### config.mk
export PLATFORM = sky130hd
export DESIGN_NAME = uart_rx_frontend_flat
export DESIGN_NICKNAME = d
export VERILOG_FILES = /design/src/rtl/uart_rx_frontend_if.sv /design/src/rtl/uart_rx_frontend.sv /design/src/flat_wrapper.sv
export SDC_FILE = /design/constraint.sdc
export NUM_CORES = 1
export LEC_CHECK = 0
export CAP_MARGIN = 20
export CORE_MARGIN = 4
export CORE_UTILIZATION = 55
export DETAILED_ROUTE_END_ITERATION = 8
export GPL_TIMING_DRIVEN = 0
export PLACE_DENSITY = 0.78
export REMOVE_ABC_BUFFERS = 1
export SYNTH_ARGS = -nofsm -noshare
export SYNTH_HDL_FRONTEND = slang
export SYNTH_SLANG_ARGS = --single-unit
### constraint.sdc
create_clock -name clk -period 4 [get_ports clk]
set_input_delay 0.8 -clock clk [delete_from_list [all_inputs] [get_ports clk]]
set_output_delay 0.8 -clock clk [all_outputs]
set_load 0.01 [all_outputs]
### src/rtl/uart_rx_frontend_if.sv
// Receive-side handshake between the UART front-end and its consumer (LCD writer).
interface uart_rx_frontend_if;
  logic [7:0] RxD_data;
  logic       RxD_data_ready;
  logic       RxD_frame_err;
  logic       RxD_busy;

  modport master (output RxD_data, RxD_data_ready, RxD_frame_err, RxD_busy);
  modport slave  (input  RxD_data, RxD_data_ready, RxD_frame_err, RxD_busy);
endinterface

### src/rtl/uart_rx_frontend.sv
// 8N1 UART receiver: synchronizes RxD, samples mid-bit, emits good bytes with a one-cycle strobe.
//
// state     | meaning
// WAIT_IDLE | after reset / framing error, wait for a genuinely high line
// IDLE      | line idle, waiting for a falling edge
// START     | timing to mid start bit, rejecting glitches
// DATA      | sampling 8 data bits LSB first
// STOP      | sampling stop bit, deliver byte or flag framing error
module uart_rx_frontend #(
  parameter int CLKS_PER_BIT = 434
) (
  input  logic                clk,
  input  logic                rst,
  input  logic                RxD,
  uart_rx_frontend_if.master  rx
);

  localparam logic [15:0] BIT_LAST  = 16'(CLKS_PER_BIT - 1);
  localparam logic [15:0] HALF_LAST = 16'(CLKS_PER_BIT / 2 - 1);

  typedef enum logic [2:0] {
    WAIT_IDLE,
    IDLE,
    START,
    DATA,
    STOP
  } state_t;

  state_t      state, state_nxt;
  logic        rx_meta, rx_s;
  logic [1:0]  prime;
  logic [15:0] cnt, cnt_nxt;
  logic [2:0]  idx, idx_nxt;
  logic [7:0]  shreg, shreg_nxt;
  logic [7:0]  data_q, data_nxt;
  logic        ready_q, ready_nxt;
  logic        ferr_q, ferr_nxt;
  logic        busy_q, busy_nxt;

  // The synchronizer's reset value is not a line sample; prime marks when rx_s reflects RxD.
  always_ff @(posedge clk) begin
    if (!rst) begin
      rx_meta <= 1'b1;
      rx_s    <= 1'b1;
      prime   <= 2'b00;
    end else begin
      rx_meta <= RxD;
      rx_s    <= rx_meta;
      prime   <= {prime[0], 1'b1};
    end
  end

  always_comb begin
    state_nxt = state;
    cnt_nxt   = cnt;
    idx_nxt   = idx;
    shreg_nxt = shreg;
    data_nxt  = data_q;
    ready_nxt = 1'b0;
    ferr_nxt  = 1'b0;
    case (state)
      WAIT_IDLE: begin
        cnt_nxt = '0;
        if (prime[1] && rx_s) state_nxt = IDLE;
      end
      IDLE: begin
        cnt_nxt = '0;
        if (!rx_s) state_nxt = START;
      end
      START: begin
        if (cnt == HALF_LAST) begin
          cnt_nxt   = '0;
          idx_nxt   = '0;
          state_nxt = rx_s ? IDLE : DATA;
        end else begin
          cnt_nxt = cnt + 16'd1;
        end
      end
      DATA: begin
        if (cnt == BIT_LAST) begin
          cnt_nxt        = '0;
          shreg_nxt[idx] = rx_s;
          if (idx == 3'd7) state_nxt = STOP;
          else             idx_nxt   = idx + 3'd1;
        end else begin
          cnt_nxt = cnt + 16'd1;
        end
      end
      STOP: begin
        if (cnt == BIT_LAST) begin
          cnt_nxt = '0;
          if (rx_s) begin
            data_nxt  = shreg;
            ready_nxt = 1'b1;
            state_nxt = IDLE;
          end else begin
            ferr_nxt  = 1'b1;
            state_nxt = WAIT_IDLE;
          end
        end else begin
          cnt_nxt = cnt + 16'd1;
        end
      end
      default: state_nxt = WAIT_IDLE;
    endcase
    // Busy stays up through the strobe cycle so it falls the cycle after.
    busy_nxt = (state_nxt == START) || (state_nxt == DATA) || (state_nxt == STOP) ||
               ready_nxt || ferr_nxt;
  end

  always_ff @(posedge clk) begin
    if (!rst) begin
      state   <= WAIT_IDLE;
      cnt     <= '0;
      idx     <= '0;
      shreg   <= '0;
      data_q  <= '0;
      ready_q <= 1'b0;
      ferr_q  <= 1'b0;
      busy_q  <= 1'b0;
    end else begin
      state   <= state_nxt;
      cnt     <= cnt_nxt;
      idx     <= idx_nxt;
      shreg   <= shreg_nxt;
      data_q  <= data_nxt;
      ready_q <= ready_nxt;
      ferr_q  <= ferr_nxt;
      busy_q  <= busy_nxt;
    end
  end

  assign rx.RxD_data       = data_q;
  assign rx.RxD_data_ready = ready_q;
  assign rx.RxD_frame_err  = ferr_q;
  assign rx.RxD_busy       = busy_q;

endmodule

### src/flat_wrapper.sv
// flat-port wrapper written by rule: the top's interface ports become plain ports
module uart_rx_frontend_flat 
#(
  parameter int CLKS_PER_BIT = 434
)
  (clk, rst, RxD, rx_RxD_data, rx_RxD_data_ready, rx_RxD_frame_err, rx_RxD_busy);
  uart_rx_frontend_if rx_i ();
  input  logic clk;
  input  logic rst;
  input  logic RxD;
  output wire logic [$bits(rx_i.RxD_data)-1:0] rx_RxD_data;
  output wire logic [$bits(rx_i.RxD_data_ready)-1:0] rx_RxD_data_ready;
  output wire logic [$bits(rx_i.RxD_frame_err)-1:0] rx_RxD_frame_err;
  output wire logic [$bits(rx_i.RxD_busy)-1:0] rx_RxD_busy;
  assign rx_RxD_data = rx_i.RxD_data;
  assign rx_RxD_data_ready = rx_i.RxD_data_ready;
  assign rx_RxD_frame_err = rx_i.RxD_frame_err;
  assign rx_RxD_busy = rx_i.RxD_busy;
  uart_rx_frontend #(.CLKS_PER_BIT(CLKS_PER_BIT)) u_core (.clk(clk), .rst(rst), .RxD(RxD), .rx(rx_i));
endmodule
==> summary.txt, run 1 <==
Floorplan
  – Die H: roughly 70 µm
  – Die width: around 70 µm
  – # IOs: 14
  – FP Rows: 22
  – Die area: 0.004949 mm²
  – Core Footprint: between 0.003 and 0.004 mm²
  – Starting Density: between 50% and 60%

Power
  – Worst IR Drop VDD: 0.0002664 V
  – Leak: ~0.76 nW
  – Power Dens Cells: 345.8 mW/mm²

Setup path
  – WP data required: ~4200 ps
  – CP Cell Sequence: nor4_1 -> nand4_1 -> o221ai_4 -> nor3_1
  – Worst reg2reg startpoint: u_core.cnt[11]
  – Reg-to-reg endpoint: u_core.cnt[0]
  – CP Capture Type: register
  – Critical Path Max Stage Delay: 890 ps
  – CP Data Arrival Time: around 3100 ps
  – Critical Path Fanout Max: 25
  – Crit Path Class: register to register
  – R2R depth: 4
  – Crit path launch type: register
  – Slowest stage cell, crit path: nand4_1
  – R2r setup slk: between 1000 and 1500 ps

Timing
  – Unrepaired setup endpoints after global routing: no
  – Max_slew headroom: approximately a third
  – Final setup viols: 0
  – Actual slew at the worst max-slew pin: 971.1 ps
  – Clock Skew: ~4.4 ps
  – Fmax: roughly 340 MHz
  – Final TNS setup: 0 ps
  – Fin worst setup slack: between 1000 and 1500 ps
  – Final period utilization: between 70 and 80%
  – Hold Fails Final Rpt: 0
  – Final-report max-slew violation count: 0
  – Min cycle time layout: just under 3000 ps

Yosys
  – Post-synth ARST share: 0%
  – Commonest cells post-synth: 45 x dfxtp_1, 24 x a21oi_1, 17 x nand3_1, 16 x o21ai_0, 15 x nand2_1
  – Mean area per synthesized cell: between 8 and 9 µm²
  – Top FF cell, synth: dfxtp_1
  – Synth area leader: dfxtp_1
  – Post-synth EDFFs: 0
  – Most common cell in the netlist: dfxtp_1
  – Top cell type's share of synthesized area: 42.13%
  – Synth top area cells: dfxtp_1 42%, a21oi_1 5.6%, nand3_1 4.0%, o21ai_0 3.7%, nand4_1 3.5%
  – Yosys synthesis warning count: 0
  – Cells after Synth: 248
  – Synth Cell Area: around 0.0021 mm²
  – Flops & latches, synth: 45
  – Cell variety after synth: 44
  – Post-synthesis sequential area ratio: between 40% and 50%

CTS
  – H-tree Lvls: 2
  – Max Buffers Root-to-Sink: 2
  – CTS root buffer: clkbuf_8
  – Clock Sink Count: 45
  – # Post-CTS Setup Buffers: 0
  – Worst skew pair latency: between 200 and 300 ps
  – Post-CTS sizing: 0
  – CTS Buf Count: 5
  – CTS tree: yes
  – # hold bufs at CTS: 0
  – Worst-path clk slew: ~80 ps

Layout
  – Area of the multi-input gates: 0.001140 mm²
  – Final #Nets: 261
  – Post-layout util: about 64%
  – Layout fillers: ~340
  – Antenna cells: 0
  – Share of layout cells above drive strength 1: between 7 and 8%
  – Final instance area: around 0.0024 mm²
  – Area Overhead vs Synth: 11.00%
  – Register area: 900.9 µm²

Route
  – DRC Markers: 0
  – WL final: about 4300 µm
  – Total vias in the final route: between 1,500 and 2,000
  – Avg WL per Cell: between 10 and 15 µm
  – Via density: approximately 6
  – DRT Pass-1 Iters: 4
  – Routed Antenna Nets: 0
  – First DRT Iteration DRCs: 110

Global route
  – Initial antenna violation count: 0
  – Vias in the first global route: ~1,700
  – Largest net degree at the start of global routing: 26
  – First-pass GRT wire length: 7521 µm
  – Grt ovf: 0
  – Tot GR Track Use: between 15 and 20%

Placement
  – Final Wtd Congestion: about 0.75
  – Port Buf Inserts: 13
  – HPWL Detailed: 2841 µm
  – Pre-CTS setup slack: 1153 ps
  – Placed Area: between 0.002 and 0.0025 mm²

Worst hold path
  – Tightest Hold Check Type: register to register
  – Hold path depth: 1
  – Endpoint, Worst Hold: u_core.rx_s
  – Min-delay src: u_core.rx_meta

Status
  – Outcome: finished clean

Run
  – MaxCap Viol Count: 0
==> sequential cells by signal, indices dropped and copies added, names as in the netlist <==
name and flops:
u_core.rx.RxD_data_ready 1, u_core.idx 3, u_core.shreg 8, u_core.state 3
u_core.rx.RxD_data 8, u_core.rx_meta 1, u_core.rx.RxD_busy 1, u_core.rx.RxD_frame_err 1
u_core.cnt 16, u_core.rx_s 1, u_core.prime 2
==> stage by stage <==
step                hold slack, ps  instances  power (mW)
global route                 439.7        302      0.8492
CTS                          435.7        302      0.8293
floorplan                    386.3        233      0.4728
global placement             391.2        294      0.4801
detailed placement           416.4        294      0.4804
finish                       424.0        302      0.8207
==> cells in the final DEF (no fill, tap or decap), types with 9 or more instances in the layout <==
cell | netlist | layout
a21oi_1 | 24 | 24
clkdlybuf4s50_1 | 0 | 13
dfxtp_1 | 45 | 45
nand2_1 | 15 | 15
nand3_1 | 17 | 17
nand4_1 | 12 | 12
nor2_1 | 11 | 11
nor2_2 | 10 | 10
o21ai_0 | 16 | 16
or3_1 | 9 | 9
==> area by class of cell <==
class | count | share of cell area, %
multi-input cells | 181 | 48.02
well taps | 48 | 2.530
flip-flops and latches | 45 | 37.95
clock buffers | 7 | 3.637
repair buffers | 13 | 5.482
inverters | 7 | 1.107
clock inverters | 1 | 1.265
==> layer usage <==
metal | global-route usage, % | part of all wire (%) | vias up
li1 | - | - | 916
met1 | 25.91 | 49 | 844
met2 | 27.44 | 45 | 40
met3 | 4.604 | 4.8 | 6
met4 | 6.170 | 1.1 | 0
met5 | 0 | 0 | -
==> kinds of logic (layout without fill, tap and decap cells) <==
logic type	Yosys count	after routing	synth area share, %
simple gates	109	109	29.26
compound gates	54	54	15.62
flops	45	45	42.13
buf+inv	22	28	4.563
xor+xnor	10	10	4.096
fa+ha+maj	5	5	2.926
mux	3	3	1.404
==> worst max-delay path by stage <==
stage,from,cells past startpoint,endpoint,slack (ps)
3_5_place_dp,rst,4,u_core.idx[0],1150
3_3_place_gp,rst,4,u_core.idx[0],1150
4_1_cts,u_core.cnt[11],4,u_core.cnt[0],1100
2_1_floorplan,u_core.cnt[0],5,u_core.cnt[0],1810
6_report,u_core.cnt[11],4,u_core.cnt[0],1040
5_1_grt,u_core.cnt[11],4,u_core.cnt[0],820
==> where the power goes <==
group	total [mW]	internal (mW)	switching [mW]	leakage (nW)
clock	0.351	0.204	0.147	0.0585
combinational	0.0163	0.00596	0.0103	0.341
sequential	0.454	0.450	0.00338	0.364
==> critical path: cells and delay by family (launching register included) <==
family,cells,cell delay [ps]
AND/OR/NAND/NOR,3,1560
AO/OA/AOI/OAI,1,880
flip-flops,1,370
(Power assumes the default switching activity.)
==> inputs of run 2 (changes only) <==
==> constraint.sdc (replaced) <==
create_clock -name clk -period 3 [get_ports clk]
set_input_delay 0.6 -clock clk [delete_from_list [all_inputs] [get_ports clk]]
set_output_delay 0.6 -clock clk [all_outputs]
set_load 0.01 [all_outputs]
==> summary.txt, run 2 (synthesis results as in run 1) <==
CTS
  – H-tree Lvls: 2
  – CTS root buffer: clkbuf_8
  – Clock Sink Count: 45
  – CTS Buf Count: 5
  – Worst-path clk slew: ~80 ps
  – Worst skew pair latency: 300 ps
  – CTS tree: yes
  – # Post-CTS Setup Buffers: 0
  – Max Buffers Root-to-Sink: 2

Setup path
  – Critical Path Fanout Max: 16
  – WP data required: ~3200 ps
  – CP Data Arrival Time: between 2000 and 3000 ps
  – CP Capture Type: register
  – Crit Path Class: register to register
  – Crit path launch type: register

Floorplan
  – FP Rows: 22
  – Starting Density: roughly 58%
  – Core Footprint: about 0.0037 mm²
  – Die width: between 70 and 80 µm
  – Die H: 70.35 µm
  – Die area: roughly 0.0049 mm²
  – # IOs: 14

Power
  – Worst IR Drop VDD: 0.0003533 V
  – Power Total: about 1.1 mW
  – Power Dens Cells: 460.0 mW/mm²
  – Leak: 0.7629 nW

Global route
  – Vias in the first global route: approximately 1,700
  – Tot GR Track Use: 18.46%
  – First-pass GRT wire length: between 7000 and 8000 µm
  – Largest net degree at the start of global routing: 26
  – Initial antenna violation count: 0
  – Grt ovf: 0

Timing
  – Min cycle time layout: 2750 ps
  – Hold Fails Final Rpt: 0
  – Final setup viols: 0
  – Max_slew headroom: a little under half
  – Final period utilization: between 90 and 100%
  – Fmax: about 360 MHz
  – Clock Skew: a little under 7 ps
  – Actual slew at the worst max-slew pin: 794.8 ps
  – Min Hold Slack: roughly 420 ps
  – Final-report max-slew violation count: 0

Run
  – MaxCap Viol Count: 0

Route
  – Avg WL per Cell: around 15 µm
  – WL final: 4474 µm
  – Total vias in the final route: 1,865
  – Via density: between 6 and 7
  – First DRT Iteration DRCs: between 150 and 200
  – Routed Antenna Nets: 0
  – DRT Pass-1 Iters: 4
  – DRC Markers: 0

Layout
  – Post-layout util: 64.04%
  – Max reg flops: 16
  – Biggest register: u_core.cnt
  – Layout fillers: between 300 and 400
  – Area Overhead vs Synth: 11.29%
  – Commonest cells after routing, fill and taps aside: 45 x dfxtp_1, 24 x a21oi_1, 17 x nand3_1
  – Final #Nets: between 200 and 300
  – Antenna cells: 0
  – Most common cell after layout, fill and taps aside: dfxtp_1
  – Post-Layout Cell Count: about 300
  – Share of layout cells above drive strength 1: between 7 and 8%

Worst hold path
  – Tightest Hold Check Type: register to register

Placement
  – HPWL Detailed: ~2800 µm
  – Final Wtd Congestion: around 0.75
  – Post-Place Cells: just under 300
  – Port Buf Inserts: 13

Status
  – Outcome: finished clean
-- run 2: critical path, stage by stage, from the launching register on --
cell      delay (ps)
dfxtp_1          370
nor4_1           730
nand4_1          650
o221ai_4         740
nor3_1           130
-- run 2: worst paths after layout --
kind,slack [ps],from,endpoint,cells after the start
setup reg to reg,250,u_core.cnt[11],u_core.cnt[0],4
setup / recovery,250,u_core.cnt[11],u_core.cnt[0],4
hold / removal,420,u_core.rx_meta,u_core.rx_s,1
hold reg to reg,420,u_core.rx_meta,u_core.rx_s,1
-- run 2: final cells by class --
class	count	area, µm²	area share, %
clock buffer	7	86.33	3.628
clock inverter	1	30.03	1.262
inverter	7	26.28	1.104
multi-input combinational	182	1146	48.16
sequential	45	900.9	37.85
tap	48	60.06	2.524
timing repair buffer	13	130.1	5.468
-- run 2: timing repair --
item                                    CTS  global route
hold buffers                              0             0
gates resized for setup                   0             0
endpoints found under the setup margin    0            17
-- run 2: through the flow --
stage	worst slack, ps	TNS (ps)	instance area (µm²)
final	249.9	0	2380
after global routing	-5.506	-5.506	2380
after CTS	100.5	0	2374
after detailed placement	157.9	0	2257
after global placement	198.4	0	2257
after floorplan	809.7	0	2067
-- run 2: layer usage --
metal  track usage (%)  part of all wire (%)  vias to the layer above
met5                 0                     0                        -
met2             27.44                    46                       61
met3             4.604                   5.7                        6
met1             25.91                    47                      879
li1                  -                     -                      919
met4             6.170                   1.0                        0
-- run 2: where the power goes --
group          switching (mW)  total, mW  internal [mW]
Combinational          0.0137     0.0217        0.00795
Clock                   0.196      0.468          0.272
Sequential            0.00439      0.605          0.601
